<file path="config.mk">
export PLATFORM = sky130hd
export DESIGN_NAME = mole_sequencer
export DESIGN_NICKNAME = d
export VERILOG_FILES = /design/src/rtl/mole_pkg.sv /design/src/rtl/seg7_decode.sv /design/src/rtl/mole_sequencer.sv
export SDC_FILE = /design/constraint.sdc
export NUM_CORES = 1
export LEC_CHECK = 0
export ABC_AREA = 1
export BUFFER_PORTS_ARGS = -buffer_cell sky130_fd_sc_hd__buf_2
export CAP_MARGIN = 20
export CORE_ASPECT_RATIO = 0.5
export CORE_MARGIN = 4
export CORE_UTILIZATION = 34
export DETAILED_ROUTE_END_ITERATION = 8
export GPL_TIMING_DRIVEN = 1
export PLACE_DENSITY = 0.5
export SKIP_CTS_REPAIR_TIMING = 1
export SYNTH_ARGS = -nofsm -noshare
export SYNTH_HDL_FRONTEND = slang
export SYNTH_SLANG_ARGS = --single-unit
export TNS_END_PERCENT = 100
</file>
<file path="constraint.sdc">
create_clock -name clk_i -period 6 [get_ports clk_i]
set_input_delay 0.6 -clock clk_i [delete_from_list [all_inputs] [get_ports clk_i]]
set_output_delay 0.6 -clock clk_i [all_outputs]
set_load 0.01 [all_outputs]
</file>
<file path="src/rtl/mole_pkg.sv">
// Shared types and constants for the whack-a-mole front end: FSM states, seven-segment
// glyphs, LFSR taps and the tick rate.
package mole_pkg;

    typedef enum logic [1:0] {StIdle, StRun, StDone} mole_state_e;

    // Active-low gfedcba glyphs
    localparam logic [6:0] Seg0     = 7'b1000000;
    localparam logic [6:0] Seg1     = 7'b1111001;
    localparam logic [6:0] Seg2     = 7'b0100100;
    localparam logic [6:0] Seg3     = 7'b0110000;
    localparam logic [6:0] Seg4     = 7'b0011001;
    localparam logic [6:0] Seg5     = 7'b0010010;
    localparam logic [6:0] Seg6     = 7'b0000010;
    localparam logic [6:0] Seg7     = 7'b1111000;
    localparam logic [6:0] Seg8     = 7'b0000000;
    localparam logic [6:0] Seg9     = 7'b0010000;
    localparam logic [6:0] SegBlank = 7'b1111111;

    // x^8 + x^6 + x^5 + x^4 + 1
    localparam logic [7:0] LfsrTaps = 8'hB8;

    localparam int unsigned TicksPerSec = 10;

    // Pattern 00 is reserved for gaps, so it folds onto mole 0.
    function automatic logic [1:0] lfsr_to_seq(input logic [1:0] bits);
        return (bits == 2'b00) ? 2'b01 : bits;
    endfunction

endpackage

</file>
<file path="src/rtl/seg7_decode.sv">
// BCD digit to active-low gfedcba segments; anything above 9 blanks the digit.
module seg7_decode
    import mole_pkg::*;
(
    input  logic [3:0] bcd_i,
    output logic [6:0] seg_o
);

    always_comb begin
        seg_o = SegBlank;
        case (bcd_i)
            4'd0:    seg_o = Seg0;
            4'd1:    seg_o = Seg1;
            4'd2:    seg_o = Seg2;
            4'd3:    seg_o = Seg3;
            4'd4:    seg_o = Seg4;
            4'd5:    seg_o = Seg5;
            4'd6:    seg_o = Seg6;
            4'd7:    seg_o = Seg7;
            4'd8:    seg_o = Seg8;
            4'd9:    seg_o = Seg9;
            default: seg_o = SegBlank;
        endcase
    end

endmodule

</file>
<file path="src/rtl/mole_sequencer.sv">
// Round sequencer: free-running LFSR picks mole patterns per slot, 100 ms ticks drive the
// slot/gap timing and the seconds countdown shown on two seven-segment digits.
module mole_sequencer
    import mole_pkg::*;
#(
    parameter int unsigned CLK_HZ       = 50_000_000,
    parameter int unsigned DWELL_TICKS  = 8,
    parameter int unsigned GAP_TICKS    = 2,
    parameter int unsigned GAME_SECONDS = 60,
    parameter logic [7:0]  LFSR_SEED    = 8'hA5
) (
    input  logic       clk_i,
    input  logic       clr,
    input  logic       start_i,
    output logic [1:0] seq_o,
    output logic       stop_o,
    output logic [6:0] time_left_o,
    output logic [6:0] disp_s_t_o,
    output logic [6:0] disp_g_t_o
);

    localparam int unsigned PrescMax = CLK_HZ / TicksPerSec - 1;
    localparam int unsigned PrescW   = (PrescMax > 0) ? $clog2(PrescMax + 1) : 1;
    localparam int unsigned SlotW    = $clog2(DWELL_TICKS);

    mole_state_e       state_q;
    logic [7:0]        lfsr_q, lfsr_d;
    logic              start_q;
    logic [PrescW-1:0] presc_q;
    logic [SlotW-1:0]  slot_q;
    logic [3:0]        tenths_q;
    logic [6:0]        time_left_q;
    logic [1:0]        seq_q;
    logic              stop_q;
    logic              start_rise;
    logic              tick;
    logic [3:0]        tens, units;

    assign lfsr_d     = {lfsr_q[6:0], ^(lfsr_q & LfsrTaps)};
    assign start_rise = start_i & ~start_q;
    assign tick       = (state_q == StRun) && (presc_q == PrescW'(PrescMax));

    always_ff @(posedge clk_i or negedge clr) begin
        if (!clr) begin
            state_q     <= StIdle;
            lfsr_q      <= LFSR_SEED;
            start_q     <= 1'b0;
            presc_q     <= '0;
            slot_q      <= '0;
            tenths_q    <= '0;
            time_left_q <= 7'(GAME_SECONDS);
            seq_q       <= 2'b00;
            stop_q      <= 1'b1;
        end else begin
            lfsr_q  <= lfsr_d;
            start_q <= start_i;
            unique case (state_q)
                StIdle, StDone: begin
                    if (start_rise) begin
                        state_q     <= StRun;
                        stop_q      <= 1'b0;
                        seq_q       <= lfsr_to_seq(lfsr_q[1:0]);
                        time_left_q <= 7'(GAME_SECONDS);
                        presc_q     <= '0;
                        slot_q      <= '0;
                        tenths_q    <= '0;
                    end
                end
                StRun: begin
                    presc_q <= tick ? '0 : presc_q + 1'b1;
                    if (tick) begin
                        if (slot_q == SlotW'(DWELL_TICKS - 1)) begin
                            slot_q <= '0;
                            seq_q  <= lfsr_to_seq(lfsr_q[1:0]);
                        end else begin
                            slot_q <= slot_q + 1'b1;
                            if (slot_q == SlotW'(DWELL_TICKS - GAP_TICKS - 1)) begin
                                seq_q <= 2'b00;
                            end
                        end
                        // Placed after the slot logic so end-of-round wins over a slot reload.
                        if (tenths_q == 4'(TicksPerSec - 1)) begin
                            tenths_q <= '0;
                            if (time_left_q == 7'd1) begin
                                state_q     <= StDone;
                                time_left_q <= 7'd0;
                                seq_q       <= 2'b00;
                                stop_q      <= 1'b1;
                            end else begin
                                time_left_q <= time_left_q - 7'd1;
                            end
                        end else begin
                            tenths_q <= tenths_q + 4'd1;
                        end
                    end
                end
                default: state_q <= StIdle;
            endcase
        end
    end

    assign tens  = 4'(time_left_q / 7'd10);
    assign units = 4'(time_left_q % 7'd10);

    seg7_decode u_seg_tens (
        .bcd_i (tens),
        .seg_o (disp_s_t_o)
    );

    seg7_decode u_seg_units (
        .bcd_i (units),
        .seg_o (disp_g_t_o)
    );

    assign seq_o       = seq_q;
    assign stop_o      = stop_q;
    assign time_left_o = time_left_q;

endmodule

</file>
==> flow_metrics.env <==
export IMPL_outcome="finished, final reports clean"
export IMPL_crit_chain="inv_1, a21oi_1, nand2_2, nand2_4, nand2_2, nand2_2, inv_1, nand2_2, nand2_4, nand2_2, nand2_1, inv_1, ha_1, inv_1, nand3_4, nand3_4, nand2_1, nand2_1, ha_1, inv_1, nand3_1, nand3_1, nand2_1, buf_2"
export IMPL_layout_min_cycle_time_ns=3.92
export IMPL_rsz0062_at_grt="no"
export IMPL_core_area_um2=8980
export IMPL_reg2reg_slack_ns=2.67
export IMPL_yosysWarnings=0
export IMPL_cp_startpoint="time_left_o[4]$_DFFE_PN1P_"
export IMPL_root_buffer="clkbuf_16"
export IMPL_drtIter0Drc=108
export IMPL_finalWirelength_um=6850
export IMPL_synthDistinctLibCells=32
export IMPL_grt_max_degree=52
export IMPL_syn_inst=417
export IMPL_setup_violations_final=0
export IMPL_relSlewSlack_pct=42.3
export IMPL_cp_required_ns=5.40
export IMPL_dieArea_um2=11200
export IMPL_syn_area_per_cell_um2=7.74
export IMPL_clk_insertion_delay_late_ns=0.29
export IMPL_std_cell_rows=24
export IMPL_fin_crit_sh_pct=65.3
export IMPL_cts_max_level=2
export IMPL_synth_seq_cells=51
export IMPL_start_util_pct=35.9
export IMPL_drc=0
export IMPL_critPathSlowestCell="dfstp_2"
export IMPL_gp_congestion=0.769
export IMPL_final_nets=471
export IMPL_worstPathArrival_ns=3.32
export IMPL_critical_path_top_delay_family="simple AND/OR/NAND/NOR gates"
export IMPL_worstHoldStart="lfsr_q[6]$_DFF_PN0_"
export IMPL_path_clk_slew_ns=0.07
export IMPL_tns_ns=0
export IMPL_grt_pass1_vias=2584
export IMPL_cpPeakStageDelay_ns=0.55
export IMPL_min_path_type="reg -> reg"
export IMPL_n_fill_cell=921
export IMPL_path_class="reg -> out"
export IMPL_critical_path_buf_inv_count=6
export IMPL_portBuffers=26
export IMPL_avgViaCountPerCell=4.77
export IMPL_area_growth_pct=13.1
export IMPL_place_hpwl_um=5110
export IMPL_drive_gt1_share_pct=14.7
export IMPL_worst_r2r_startpoint="presc_q[13]$_DFFE_PN0P_"
export IMPL_grt_use_total_pct=12.6
export IMPL_die_width_um=146
export IMPL_grt_overflow_total=0
export IMPL_critPathCaptureType="primary output"
export IMPL_clock_sinks=51
export IMPL_grt_pass1_wl_um=12000
export IMPL_slew_viol_final=0
export IMPL_boundaryPins=27
export IMPL_numCtsBuffers=5
export IMPL_yosys_top_cells_area="dfrtp_1, nand2_1, inv_1, ha_1, dfstp_2"
export IMPL_synth_cell_area_um2=3230
export IMPL_antenna_left=0
export IMPL_start_kind="register"
export IMPL_hold_viol_final=0
export IMPL_seqCellArea_um2=1290
export IMPL_tightestPinTransition_ns=0.864
export IMPL_die_y_um=76.9
export IMPL_clockBufferDepth=2
export IMPL_netlist_area_leader_share_pct=32.6
export IMPL_fmax_mhz=255
export IMPL_max_cap_viol_count=0
export IMPL_cts_tree="yes"
export IMPL_finClkSkew_ns=0.00670
export IMPL_synth_nets=441
export IMPL_wl_per_cell_um=12.1
export IMPL_antenna_found_initial=0
export IMPL_n_antenna_cell=0
export IMPL_multi_input_area_um2=1650
export IMPL_synth_area_leader_cell="dfrtp_1"
export IMPL_path_max_fanout=8
export IMPL_first_pass_iters=4
export IMPL_ys_seq_area_share_pct=39.9
export IMPL_vias=2695
## flip-flops by register name, indices dropped and copies added (netlist names)
| signal | count |
|---|---|
| lfsr_q | 8 |
| slot_q | 3 |
| seq_o | 2 |
| time_left_o | 7 |
| tenths_q | 4 |
| presc_q | 23 |
| state_q | 2 |
| start_q | 1 |
| stop_o | 1 |
## logic make-up after synthesis
| group | Yosys count | share of synthesized area (%) |
|---|---|---|
| AOI/OAI and AO/OA | 70 | 12.0 |
| buffers and inverters | 77 | 9.04 |
| muxes | 1 | 0.310 |
| adders and majority gates | 21 | 8.15 |
| DFF | 51 | 39.9 |
| and+or+nand+nor | 191 | 29.0 |
| xor gates and xnor gates | 6 | 1.63 |
## cells in the final DEF (no fill, tap or decap), types with 2 or more instances in the layout
master	Yosys	layout
buf_2	2	26
nor3_1	7	7
nand3_4	2	2
nor2_1	37	37
clkbuf_16	0	5
nand2_1	78	78
nand4_1	8	8
nand2_2	10	10
inv_1	73	73
nand2_4	5	5
xnor2_1	3	3
nor4_1	5	5
nor2_2	2	2
o21ai_0	25	25
o22ai_1	7	7
dfstp_2	9	9
xor2_1	3	3
clkbuf_8	0	2
ha_1	21	21
a21oi_1	26	26
a211oi_1	4	4
a31oi_1	4	4
nand3_1	31	31
nand3_2	3	3
dfrtp_1	42	42
## routing by layer
| layer | vias up | wire length, µm | track usage [%] |
|---|---|---|---|
| met4 | 0 | 46 | 3.13 |
| li1 | 1418 | - | - |
| met5 | - | 0 | 0 |
| met1 | 1245 | 3550 | 16.9 |
| met2 | 28 | 3050 | 20.9 |
| met3 | 4 | 209 | 2.71 |
## cell type report
cell class	instances	share of cell area, %
multi-input cells	289	45.1
flip-flops and latches	51	35.3
inverters	73	7.51
clock buffers	8	4.29
well taps	117	4.01
repair buffers	27	3.77
## cells in the mapped netlist (all sizes together)
cell type,instances
nor3,7
a21oi,26
ha,21
nor4,5
buf,2
xor2,3
a31oi,4
o21a,1
o31ai,1
dfstp,9
nand2,93
xnor2,3
nand3,36
a211oi,4
nand4,9
nor2,39
nor3b,1
o22ai,7
a221oi,1
inv,73
o21ai,25
clkbuf,2
dfrtp,42
and3,1
a22o,1
mux2i,1
## metrics by stage
stage | area, µm² | worst slack (ns) | utilization, % | hold WS (ns) | instances
3_5_place_dp | 3490 | 2.38 | 38.9 | 0.337 | 557
4_1_cts | 3650 | 2.05 | 40.6 | 0.352 | 565
6_report | 3650 | 2.08 | 40.6 | 0.351 | 565
3_3_place_gp | 3490 | 2.43 | 38.9 | 0.336 | 557
5_1_grt | 3650 | 1.70 | 40.6 | 0.358 | 565
2_1_floorplan | 3230 | 2.66 | - | 0.304 | 417
## worst paths after layout
check	end	cells after the start
min in group asynchronous	lfsr_q[4]$_DFF_PN0_	2
setup / recovery	disp_g_t_o[3]	24
hold reg to reg	lfsr_q[7]$_DFF_PN1_	0
setup reg to reg	time_left_o[4]$_DFFE_PN1P_	12
max in group asynchronous	presc_q[16]$_DFFE_PN0P_	2
hold / removal	lfsr_q[7]$_DFF_PN1_	0
Power is left out: the tool's default activity adds up to more than one toggle a clock period on the data nets, which glitch-free logic cannot reach.
